===== config.mk =====
export PLATFORM = sky130hd
export DESIGN_NAME = nonce_encoder
export DESIGN_NICKNAME = d
export VERILOG_FILES = /design/src/rtl/nonce_encoder.sv
export SDC_FILE = /design/constraint.sdc
export NUM_CORES = 1
export LEC_CHECK = 0
export ABC_CLOCK_PERIOD_IN_PS = 2800
export CAP_MARGIN = 20
export CORE_MARGIN = 2
export CORE_UTILIZATION = 50
export CTS_BUF_LIST = sky130_fd_sc_hd__clkbuf_16
export CTS_CLUSTER_DIAMETER = 200
export CTS_CLUSTER_SIZE = 16
export DETAILED_ROUTE_END_ITERATION = 6
export HOLD_SLACK_MARGIN = 0.08
export PLACE_DENSITY = 0.78
export SETUP_SLACK_MARGIN = 0.5
export SLEW_MARGIN = 20
export SYNTH_ARGS = -nofsm -noshare
export SYNTH_HDL_FRONTEND = slang
export SYNTH_SLANG_ARGS = --single-unit

===== constraint.sdc =====
create_clock -name clk -period 2.8 [get_ports clk]
set_input_delay 0.42 -clock clk [delete_from_list [all_inputs] [get_ports clk]]
set_output_delay 0.42 -clock clk [all_outputs]
set_load 0.01 [all_outputs]

===== src/rtl/nonce_encoder.sv =====
// nonce_encoder: work-issue front end. After a block start it holds issue for
// a fixed broadcast window, then hands out one nonce prefix per accepted
// round until the prefix space is exhausted or the block is stopped.
module nonce_encoder #(
   parameter int              NUM_CORES     = 4,
   parameter int              BROADCAST_CNT = 5,
   parameter longint unsigned MAX_PREFIX    = (64'd1 << (32 - $clog2(NUM_CORES))) - 64'd1
) (
   input  logic                              clk,
   input  logic                              rst,
   input  logic                              start_i,
   input  logic                              stop_i,
   input  logic                              ready_i,
   output logic                              newblock_o,
   output logic                              broadcast_o,
   output logic                              valid_o,
   output logic [31-$clog2(NUM_CORES):0]     nonce_prefix_o,
   output logic                              done_o,
   output logic                              busy_o
);

   localparam int CW  = $clog2(NUM_CORES);
   localparam int PW  = 32 - CW;
   // Counter only ever holds BROADCAST_CNT-1 down to 0.
   localparam int CTW = (BROADCAST_CNT > 1) ? $clog2(BROADCAST_CNT) : 1;

   localparam logic [PW-1:0]  MAX_P    = PW'(MAX_PREFIX);
   localparam logic [CTW-1:0] CNT_LOAD = CTW'(BROADCAST_CNT - 1);

   typedef enum logic [1:0] {
      S_IDLE,
      S_BROADCAST,
      S_ISSUE,
      S_DONE
   } state_t;

   state_t          r_state;
   state_t          w_state_next;
   logic [PW-1:0]   r_prefix;
   logic [PW-1:0]   w_prefix_next;
   logic [CTW-1:0]  r_cnt;
   logic [CTW-1:0]  w_cnt_next;
   logic            w_newblock_next;
   logic            w_accept;

   logic            r_newblock;
   logic            r_broadcast;
   logic            r_valid;
   logic            r_done;
   logic            r_busy;

   // A round is taken whenever the cores are ready while a round is presented.
   assign w_accept = (r_state == S_ISSUE) && ready_i;

   // Next-state, prefix and counter logic; start overrides stop and everything else.
   always_comb begin
      w_state_next    = r_state;
      w_prefix_next   = r_prefix;
      w_cnt_next      = r_cnt;
      w_newblock_next = 1'b0;
      if (start_i) begin
         w_state_next    = S_BROADCAST;
         w_prefix_next   = '0;
         w_cnt_next      = CNT_LOAD;
         w_newblock_next = 1'b1;
      end else begin
         // An accepted round advances the prefix even when stop arrives with it;
         // the last prefix never wraps.
         if (w_accept && (r_prefix != MAX_P)) begin
            w_prefix_next = r_prefix + PW'(1);
         end
         case (r_state)
            S_IDLE: begin
               w_state_next = S_IDLE;
            end
            S_BROADCAST: begin
               if (stop_i) begin
                  w_state_next = S_IDLE;
               end else if (r_cnt == '0) begin
                  w_state_next = S_ISSUE;
               end else begin
                  w_cnt_next = r_cnt - CTW'(1);
               end
            end
            S_ISSUE: begin
               if (stop_i) begin
                  w_state_next = S_IDLE;
               end else if (w_accept && (r_prefix == MAX_P)) begin
                  w_state_next = S_DONE;
               end
            end
            S_DONE: begin
               if (stop_i) begin
                  w_state_next = S_IDLE;
               end
            end
            default: begin
               w_state_next = S_IDLE;
            end
         endcase
      end
   end

   // State register plus registered decode of the next state onto the outputs.
   always_ff @(posedge clk) begin
      if (rst) begin
         r_state     <= S_IDLE;
         r_prefix    <= '0;
         r_cnt       <= '0;
         r_newblock  <= 1'b0;
         r_broadcast <= 1'b0;
         r_valid     <= 1'b0;
         r_done      <= 1'b0;
         r_busy      <= 1'b0;
      end else begin
         r_state     <= w_state_next;
         r_prefix    <= w_prefix_next;
         r_cnt       <= w_cnt_next;
         r_newblock  <= w_newblock_next;
         r_broadcast <= (w_state_next == S_BROADCAST);
         r_valid     <= (w_state_next == S_ISSUE);
         r_done      <= (w_state_next == S_DONE);
         r_busy      <= (w_state_next == S_BROADCAST) || (w_state_next == S_ISSUE);
      end
   end

   assign newblock_o     = r_newblock;
   assign broadcast_o    = r_broadcast;
   assign valid_o        = r_valid;
   assign nonce_prefix_o = r_prefix;
   assign done_o         = r_done;
   assign busy_o         = r_busy;

endmodule


# Word level (Yosys, flattened, before mapping)
# Index checks and enable logic that the tools add are counted.
[classes] add_sub_neg=2 n_eq_ne=10 mux=12 bitwise=2 reduce_logical=10
[op_table] op="adder 30 x 1 -> 30 bit, second input constant" count=1
[op_table] op="equality test 30 bit, second input constant" count=1
[op_table] op="inequality test 30 bit, second input constant" count=1
[op_table] op="2-to-1 mux 2 bit" count=6
[op_table] op="2-to-1 mux 3 bit" count=4
[op_table] op="equality test 2 bit, second input constant" count=4
[op_table] op="case mux 2 bit (4 select lines)" count=1
[op_table] op="AND reduction 3 bit" count=2
[op_table] op="equality test 2 x 1 -> 1 bit, second input constant" count=2
[op_table] op="inequality test 2 bit, second input constant" count=2
[op_table] op="logical AND 1 bit" count=3
[op_table] op="zero test 3 bit" count=1
[op_table] op="subtractor 3 x 1 -> 3 bit, second input constant" count=1
[op_table] op="zero test 2 bit" count=1
[op_table] op="NOT 1 bit" count=2
[op_table] op="nonzero test 2 bit" count=1
[op_table] op="OR reduction 2 bit" count=1
[op_table] op="logical OR 1 bit" count=1
[op_table] op="2-to-1 mux 1 bit" count=1
[word_totals] register_bits=40 input_bits=5 output_inout_bits=35 wordCells=45

# Logic depth before layout (Yosys ltp)
# Gate-level depths: netlist of the first run.
[logic_depth] depth_word=9 mapped_depth=8 mapped_depth_nobuf=8

# Least setup slack after synthesis of the first run
# OpenSTA, ideal clock, no wires.
[synth_timing] path_kind="register to register" start="register r_prefix[19], in the netlist nonce_prefix_o[19]" end="register r_busy, in the netlist busy_o" setup_time_ns=0.125 arrival_time_ns=1.908 t_required_ns=2.675 setup_slack_ns=0.767 path_stages_with_launch=8 synth_period_minus_slack_ns=2.033 cell_sequence="dfxtp_1 -> nand4_1 -> nor4_1 -> clkbuf_1 -> a41o_1 -> a311oi_1 -> ha_1 -> nor2_1"
[synth_via] elab_chain_len=8 elab_cells_between_ends=9
[synth_rtl] item="start: declaration" line="39" source="logic [PW-1:0] r_prefix;"
[synth_rtl] item="start signal: assignment" line="117" source="r_prefix <= w_prefix_next;"
[synth_rtl] item="equality test 30 bit (*)" line="88" source="end else if (w_accept && (r_prefix == MAX_P)) begin"
[synth_rtl] item="logical AND 1 bit (*)" line="88"
[synth_rtl] item="2-to-1 mux 2 bit (*)" line="88"
[synth_rtl] item="2-to-1 mux 2 bit (*)" line="86" source="if (stop_i) begin"
[synth_rtl] item="case mux 2 bit (4 select lines) (*)" line="72" source="case (r_state)"
[synth_rtl] item="2-to-1 mux 2 bit (*)" line="61" source="if (start_i) begin"
[synth_rtl] item="equality test 2 x 1 -> 1 bit or equality test 2 bit (tied branches)" line="123" source="r_busy <= (w_state_next == S_BROADCAST) || (w_state_next == S_ISSUE);"
[synth_rtl] item="logical OR 1 bit (*)" line="123"
[synth_rtl] item="end signal: assignment" line="123"
[synth_rtl] item="end: declaration" line="50" source="logic r_busy;"
# Every way passes the cells marked *; elsewhere a longest branch is shown, timed or not.
# A chain may end at the register's enable or synchronous reset.

# Worst setup path after layout of the first run
[layout_timing] start="register r_prefix[0], in the netlist nonce_prefix_o[0]" end="register r_done, in the netlist done_o"
[layout_via] elab_chain_len=7
[layout_rtl] item="equality test 30 bit" line="88"
[layout_rtl] item="logical AND 1 bit" line="88"
[layout_rtl] item="2-to-1 mux 2 bit" line="88"
[layout_rtl] item="2-to-1 mux 2 bit" line="86"
[layout_rtl] item="case mux 2 bit (4 select lines)" line="72"
[layout_rtl] item="2-to-1 mux 2 bit" line="61"
[layout_rtl] item="net w_state_next[0]" line="38" source="state_t w_state_next;"
[layout_rtl] item="equality test 2 bit" line="122" source="r_done <= (w_state_next == S_DONE);"
[layout_rtl] item="end signal: assignment" line="122"
[layout_rtl] item="end: declaration" line="49" source="logic r_done;"
# The timed path passes the listed nets, and every way through them passes these cells.

==> qor.txt, run 1 <==
status: completed
Peak Freq: 0.4621 GHz
final period utilization: 0.7728
LEAKAGE: 0.8592 nW
first-pass GRT wire length: 7438 µm
Async S/R FF share, synth: 0
Routed Antenna Nets: 0
multi-input logic area: 1082 µm²
htree depth: 2
post-route setup TNS: 0 ns
number of remaining DRC errors: 0
Critical Path RT: 2.97 ns
Final nets: 281
setup slack, reg-to-reg: 0.64 ns
register area: 800.8 µm²
diode count: 0
Synth top area share: 0.4161
CTS tree: yes
Yosys cell types: 41
drt first pass iters: 4
count leader, synth: dfxtp_1
Max IR drop VDD: 0.4119 mV
fill count: 323
Fin. Hold Viols: 0
GPL Wtd Cong: 0.8999
Die ar.: 4361 µm²
IO Count: 40
Vias/cell: 5.611
DP HPWL: 3051 µm
Post-Syn Area per Cell: 8.477 µm²
clock sinks: 40
CP Max Fanout: 6
Die H: 66.04 µm
worst min-delay path category: reg -> reg
Ys Warns: 0
Initial Utilization: 0.5217
largest net degree at the start of global routing: 32
initial drt markers: 110
hold buffer count at CTS: 0
GRT Total Usage: 0.2237
via count of the routed design: 1790
number of max-cap violations: 0
Power per Cell Area: 492.7 nW/µm²
Top FF cell, synth: dfxtp_1
count of final max-slew check failures: 0
Cell Rows: 22
post-CTS setup buffer count: 0
# port buffers: 39
GRT overflow: 0
Total Wirelength: 4431 µm
cell taking the most area after synthesis: dfxtp_1
Post-Synthesis Cells: 227
post-synthesis sequential area ratio: 0.4161
vias in the first global route: 1632
Power Total: 0.001266 W
clk_skew: 0.004290 ns
Worst Setup Start Kind: flop
drt wl/cell: 13.89 µm
CTS Buf Count: 5
Worst-Margin Slew: 0.6346 ns
initial antenna violation count: 0
max_slew headroom: 0.5660
syn nets: 238
core area: 3689 µm²
DP Worst Slack: 0.3036 ns
Die W: 66.04 µm
Layout area overhead: 33.48%
Yosys reg bits: 40
Post-synth EDFFs: 0
share of cells above drive strength 1: 0.09225
Setup CP Type: reg -> reg
synth cell count leaders: dfxtp_1, nor2_1, a21oi_1, nand2_1, or3_1
Final min period: 2.164 ns
Clock Latency Late Sink: 0.28 ns
endpoints failing setup: 0
Synth Cell Area: 1924 µm²
final worst-path setup slack: 0.6361 ns
CP arrival: 2.33 ns
Critical Path Sink Type: flop
Synth area leaders: dfxtp_1, a21oi_1, nor2_1
RSZ-0062 raised after global routing: no
Root Buffer: clkbuf_16
CTS Buffer Depth: 2
Clock transition at path regs: 0.06 ns
final cells by class:
cell class | count | share of cell area
clock buffer | 5 | 0.04871
inverter | 10 | 0.01461
clock inverter | 3 | 0.01656
timing repair buffer | 43 | 0.1637
tap | 48 | 0.02338
sequential | 40 | 0.3117
multi-input combinational | 170 | 0.4213
cells in the final DEF, fill, tap and decap left out, drive strengths merged, types with 6 or more instances in the layout:
master / n
o21ai: 10
ha: 6
clkdlybuf4s50: 39
dfxtp: 40
inv: 10
xnor2: 9
a21oi: 21
nor2: 23
or3: 12
nand2: 20
nand4: 10
nand3: 9
per-layer routing:
layer / track usage / up-vias / share of wire
li1: - / 910 / -
met1: 0.2983 / 837 / 0.48
met2: 0.3396 / 35 / 0.47
met3: 0.05792 / 8 / 0.034
met4: 0.09949 / 0 / 0.019
met5: 0 / - / 0
where the power goes:
part | internal (W) | switching, W
combinational | 0.0000196 | 0.0000251
sequential | 0.000575 | 0.00000288
clock | 0.000418 | 0.000225
kinds of logic (layout without fill, tap and decap cells):
logic type / Yosys count / count (layout) / share of synthesized area
DFF: 40 / 40 / 0.4161
adders and majority gates: 6 / 6 / 0.03901
xor gates and xnor gates: 11 / 11 / 0.05007
AOI/OAI and AO/OA: 52 / 52 / 0.1710
buffers and inverters: 17 / 61 / 0.03381
and+or+nand+nor: 100 / 100 / 0.2848
muxes: 1 / 1 / 0.005202
flip-flops by register name, indices dropped and copies added (netlist names):
signal / count
r_cnt: 3
nonce_prefix_o: 30
newblock_o: 1
done_o: 1
busy_o: 1
r_state: 2
broadcast_o: 1
valid_o: 1
path summary, 6_finish.rpt:
path                            cells past startpoint               start            endpoint
worst max-delay path                                7   nonce_prefix_o[0]              done_o
worst max register to register                      7   nonce_prefix_o[0]              done_o
worst min register to register                      2  nonce_prefix_o[29]  nonce_prefix_o[29]
worst min-delay path                                2  nonce_prefix_o[29]  nonce_prefix_o[29]
through the flow:
step / hold WS (ns) / area [µm²] / instances / util
finish: 0.4949 / 2569 / 319 / 0.6964
global route: 0.5242 / 2569 / 319 / 0.6964
CTS: 0.4944 / 2545 / 319 / 0.6900
detailed placement: 0.4859 / 2377 / 311 / 0.6445
global placement: 0.4800 / 2377 / 311 / 0.6445
floorplan: 0.4714 / 1924 / 227 / -
worst max-delay path, stage by stage, from the launching register on:
cell	delay (ns)
dfxtp_1	0.35
ha_1	0.29
and2_1	0.25
a41o_1	0.22
a311oi_1	0.47
inv_1	0.13
ha_1	0.22
nor2b_1	0.12
repair_timing:
action                                  CTS  global route
endpoints found under the setup margin    0             9
gates resized for setup                   0             4
endpoints found under the hold margin     0             0
(Power assumes the default switching activity.)
==> run 2: changes to the inputs <==
--- a/config.mk
+++ b/config.mk
@@ -5,7 +5,7 @@
 export SDC_FILE = /design/constraint.sdc
 export NUM_CORES = 1
 export LEC_CHECK = 0
-export ABC_CLOCK_PERIOD_IN_PS = 2800
+export ABC_CLOCK_PERIOD_IN_PS = 2080
 export CAP_MARGIN = 20
 export CORE_MARGIN = 2
 export CORE_UTILIZATION = 50
==> constraint.sdc (replaced) <==
create_clock -name clk -period 2.08 [get_ports clk]
set_input_delay 0.312 -clock clk [delete_from_list [all_inputs] [get_ports clk]]
set_output_delay 0.312 -clock clk [all_outputs]
set_load 0.01 [all_outputs]
==> run 2 against run 1 <==
Compared with the run above:
- clock skew rose by 0.0016 ns
- worst setup slack got worse by 0.58 ns
- register-to-register slack got worse by 0.58 ns
- count of clock-buffer cells in the layout did not move
- core utilization rose by 19 points
- critical path depth did not move
- combinational power rose by 80%
- power rose by 27%
- critical path type unchanged
- largest cell class unchanged
- largest power group is now registers
==> qor.txt, run 2 (synthesis gave the netlist of run 1 again) <==
clock network power share: 0.470
switching pwr: 0.0003667 W
Power per Cell Area: 488.6 nW/µm²
GPL Wtd Cong: 0.8996
max reg flops: 30
Die H: 66.04 µm
Max IR drop VDD: 0.4213 mV
clk_skew: 0.005852 ns
sequential share of power: 0.480
Cell Rows: 22
Crit Reg-Reg Startpoint: nonce_prefix_o[3]
combinational power share: 0.050
count of final max-slew check failures: 0
htree depth: 2
commonest non-fill, non-tap cells in the layout: buf_4, clkdlybuf4s50_1, nor2_1, nand2_1, dfxtp_2
initial drt markers: 243
Worst Setup Start Kind: flop
internal power: 0.001236 W
Routed Antenna Nets: 0
Initial Utilization: 0.5217
GRT Total Usage: 0.2967
CP max stage delay: 0.43 ns
final period utilization: 0.9722
Final nets: 332
Die W: 66.04 µm
worst r2r dst: nonce_prefix_o[22]
fill count: 171
Crit-path slowest cell: dfxtp_2
WHS Endpoint: nonce_prefix_o[20]
Peak Freq: 0.4945 GHz
Hold Path Depth: 2
drt first pass iters: 5
commonest non-fill, non-tap cell in the layout: buf_4
CP arrival: 2.23 ns
Fin. Hold Viols: 0
CTS Buf Count: 5
Critical Path Sink Type: flop
via count of the routed design: 2329
Vias/cell: 6.295
initial antenna violation count: 0
setup slack, reg-to-reg: 0.06 ns
clock sinks: 40
Clock Latency Late Sink: 0.29 ns
post-route setup TNS: 0 ns
DP HPWL: 3412 µm
hold path start: nonce_prefix_o[20]
Clock transition at path regs: 0.06 ns
critical path cell sequence: nand4_4 -> nor4_4 -> buf_4 -> nand4bb_4 -> buf_6 -> or3_1 -> a21oi_1
hold buffer count at CTS: 0
Setup CP Type: reg -> reg
largest net degree at the start of global routing: 18
number of remaining DRC errors: 0
Root Buffer: clkbuf_16
share of cells above drive strength 1: 0.4068
worst min-delay path category: reg -> reg
CTS Buffer Depth: 2
endpoints failing setup: 0
RSZ-0062 raised after global routing: yes
diode count: 0
vias in the first global route: 2058
CP Max Fanout: 7
Min Hold Slack: 0.5198 ns
CTS tree: yes
drt wl/cell: 20.93 µm
Total Wirelength: 7743 µm
Net Sw Frac: 0.2289
first-pass GRT wire length: 9798 µm
Final min period: 2.022 ns
Worst-Margin Slew: 0.4598 ns
# port buffers: 39
R2R depth: 7
LEAKAGE: 1.382 nW
max_slew headroom: 0.6923
IO Count: 40
Die ar.: 4361 µm²
Layout area overhead: 70.42%
status: completed
GRT overflow: 0
Critical Path RT: 2.29 ns
utilization after layout: 0.8891
number of max-cap violations: 0
core area: 3689 µm²
run 2: per-stage QoR:
| stage | cell area [µm²] | std cells | worst slack [ns] | power, W |
|---|---|---|---|---|
| 6_report | 3279 | 370 | 0.05777 | 0.001602 |
| 5_1_grt | 3279 | 370 | 0.01469 | 0.001640 |
| 4_1_cts | 3009 | 357 | 0.2319 | 0.001578 |
| 3_5_place_dp | 2595 | 332 | -0.008530 | 0.0008583 |
| 3_3_place_gp | 2595 | 332 | 0.01094 | 0.0008573 |
| 2_1_floorplan | 1992 | 227 | 0.1662 | 0.0008271 |
run 2: worst max path at each step:
stage / start / end / slack, ns / depth (start not counted)
floorplan: nonce_prefix_o[1] / nonce_prefix_o[26] / 0.17 / 7
global placement: ready_i / nonce_prefix_o[11] / 0.01 / 7
detailed placement: ready_i / nonce_prefix_o[28] / -0.009 / 7
CTS: nonce_prefix_o[11] / nonce_prefix_o[28] / 0.23 / 7
global route: nonce_prefix_o[3] / nonce_prefix_o[22] / 0.01 / 7
finish: nonce_prefix_o[3] / nonce_prefix_o[22] / 0.06 / 7
run 2: critical path, delay by kind of cell (launching register included):
kind            cells  cell delay, ns
simple gates        4            1.00
flops               1            0.43
compound gates      1            0.17
buf+inv             2            0.34
run 2: power groups by stage:
| stage | clock, W | combinational [W] | sequential [W] |
|---|---|---|---|
| 2_1_floorplan | 0 | 0.0000335 | 0.000794 |
| 3_3_place_gp | 0 | 0.0000656 | 0.000792 |
| 3_5_place_dp | 0 | 0.0000663 | 0.000792 |
| 4_1_cts | 0.000731 | 0.0000721 | 0.000775 |
| 5_1_grt | 0.000784 | 0.0000863 | 0.000769 |
| 6_report | 0.000753 | 0.0000803 | 0.000769 |
run 2: cell type report:
| cell class | count | area [µm²] | area share |
|---|---|---|---|
| Clock buffer | 5 | 125.1 | 0.03815 |
| Multi-Input combinational cell | 170 | 1333 | 0.4063 |
| Clock inverter | 3 | 13.76 | 0.004197 |
| Sequential cell | 40 | 852.1 | 0.2598 |
| Timing Repair Buffer | 94 | 858.3 | 0.2617 |
| Tap cell | 48 | 60.06 | 0.01831 |
| Inverter | 10 | 37.54 | 0.01145 |
run 2: timing repair:
action / 4_1_cts / 5_1_grt
pin swaps: 29 / 22
gates cloned: 1 / 0
hold endpoints to repair: 0 / 0
buffers inserted: 16 / 13
endpoints found under the setup margin: 43 / 49
resized for setup: 40 / 49
run 2: layer usage:
layer | global-route usage | routed length, µm
met4 | 0.1480 | 391
met3 | 0.06814 | 500
met2 | 0.5139 | 3794
met1 | 0.3411 | 3057
met5 | 0 | 0
==> run 3: changes to the inputs <==
--- a/config.mk
+++ b/config.mk
@@ -7,11 +7,9 @@
 export LEC_CHECK = 0
 export ABC_CLOCK_PERIOD_IN_PS = 2080
 export CAP_MARGIN = 20
-export CORE_MARGIN = 2
 export CORE_UTILIZATION = 50
 export CTS_BUF_LIST = sky130_fd_sc_hd__clkbuf_16
 export CTS_CLUSTER_DIAMETER = 200
-export CTS_CLUSTER_SIZE = 16
 export DETAILED_ROUTE_END_ITERATION = 6
 export HOLD_SLACK_MARGIN = 0.08
 export PLACE_DENSITY = 0.78
==> run 3 against run 2 <==
Compared with the run above:
- clock skew down 0.0016 ns
- cell count is 2.7% higher
- count of clock-buffer cells in the layout did not move
- critical path depth unchanged
- clock power up 18%
- critical endpoint is now nonce_prefix_o[29]
- final area grew 5.8%
- flip-flop and latch count stayed put
- register-to-register slack worse by 0.02 ns
- global-route usage rose by 2.5 points
- wire length is 13% higher
==> qor.txt, run 3 (synthesis gave the netlist of run 1 again) <==
htree depth: 2
share of cells above drive strength 1: 0.4699
LEAKAGE: 1.497 nW
Clock transition at path regs: 0.06 ns
diode count: 0
clock sinks: 40
# port buffers: 39
Initial Utilization: 0.5217
Final nets: 342
Critical Path RT: 2.29 ns
Routed Antenna Nets: 0
Die H: 64.04 µm
Max IR drop VDD: 0.4488 mV
clk_skew: 0.004285 ns
GRT overflow: 0
first-pass GRT wire length: 10140 µm
Placed Area: 2595 µm²
core area: 3689 µm²
drt first pass iters: 5
drt wl/cell: 22.95 µm
Critical Path Sink Type: flop
number of remaining DRC errors: 0
placed instance count: 332
RSZ-0062 raised after global routing: yes
largest net degree at the start of global routing: 18
Layout area overhead: 80.23%
max reg flops: 30
Total Wirelength: 8721 µm
vias in the first global route: 2152
Worst Setup Start Kind: flop
IO Count: 40
Final min period: 2.046 ns
Cell Rows: 22
Root Buffer: clkbuf_16
CP arrival: 2.26 ns
Peak Freq: 0.4888 GHz
CTS Buffer Depth: 2
Min Hold Slack: 0.5470 ns
CTS tree: yes
number of max-cap violations: 0
Clock Latency Late Sink: 0.29 ns
max_slew headroom: 0.6405
Setup CP Type: reg -> reg
DP HPWL: 3441 µm
CTS Buf Count: 5
design area: 3468 µm²
Die ar.: 4100 µm²
status: completed
worst min-delay path category: reg -> reg
count of final max-slew check failures: 0
endpoints failing setup: 0
CP max stage delay: 0.47 ns
critical path cell sequence: buf_4 -> nand3_1 -> nor3_2 -> nand3_4 -> buf_6 -> or4_1 -> a21oi_1
GPL Wtd Cong: 0.8469
Fin. Hold Viols: 0
Power per Cell Area: 503.2 nW/µm²
Vias/cell: 6.589
initial drt markers: 429
final std cells w/o fill: 380
CP Max Fanout: 5
post-route setup TNS: 0 ns
GRT Total Usage: 0.3220
commonest non-fill, non-tap cell in the layout: buf_4
Die W: 64.04 µm
via count of the routed design: 2504
Worst-Margin Slew: 0.5373 ns
final period utilization: 0.9835
utilization after layout: 0.9403
initial antenna violation count: 0
commonest non-fill, non-tap cells in the layout: buf_4, nor2_1, clkdlybuf4s50_1, nand2_1
Crit-path slowest cell: or4_1
-- run 3: power breakdown --
group	total (W)	switching, W	internal, W
clock network	0.000888	0.000324	0.000563
registers	0.000767	0.00000612	0.000761
logic	0.0000904	0.0000509	0.0000396
-- run 3: worst max-delay path, delay by kind of cell (launching register included) --
kind | cells | cell delay (ns)
AO/OA/AOI/OAI | 1 | 0.19
buffers and inverters | 2 | 0.27
flip-flops | 1 | 0.37
AND/OR/NAND/NOR | 4 | 1.13
-- run 3: final cells by class --
class,count,area [µm²]
Timing Repair Buffer,104,948.4
Clock buffer,5,125.1
Multi-Input combinational cell,170,1398
Clock inverter,3,42.54
Inverter,10,37.54
Sequential cell,40,857.1
Fill cell,102,220.2
Tap cell,48,60.06
-- run 3: what timing repair did --
item | CTS | global route
pin swaps | 40 | 26
endpoints found under the setup margin | 46 | 48
hold buffers | 0 | 0
buffers inserted | 27 | 12
gates cloned | 1 | 0
hold endpoints to repair | 0 | 0
gates resized for setup | 49 | 72
-- run 3: layer usage --
metal	vias to the layer above	GRT usage	share of wire	wire length, µm
li1	1034	-	-	-
met1	1177	0.3618	0.36	3129
met2	217	0.5572	0.49	4273
met3	76	0.08571	0.074	646
met4	0	0.1591	0.077	671
met5	-	0	0	0
-- run 3: metrics by stage --
| stage | setup slack, ns | power, W |
|---|---|---|
| floorplan | 0.1662 | 0.0008271 |
| global placement | 0.04676 | 0.0008572 |
| detailed placement | 0.03372 | 0.0008583 |
| CTS | 0.1882 | 0.001715 |
| global route | -0.007387 | 0.001788 |
| finish | 0.03425 | 0.001745 |
-- run 3: final timing paths --
check	startpoint	cells past startpoint	to	slack, ns
max	nonce_prefix_o[2]	7	nonce_prefix_o[29]	0.03
min	nonce_prefix_o[29]	2	nonce_prefix_o[29]	0.55
max reg2reg	nonce_prefix_o[2]	7	nonce_prefix_o[29]	0.03
min reg2reg	nonce_prefix_o[29]	2	nonce_prefix_o[29]	0.55
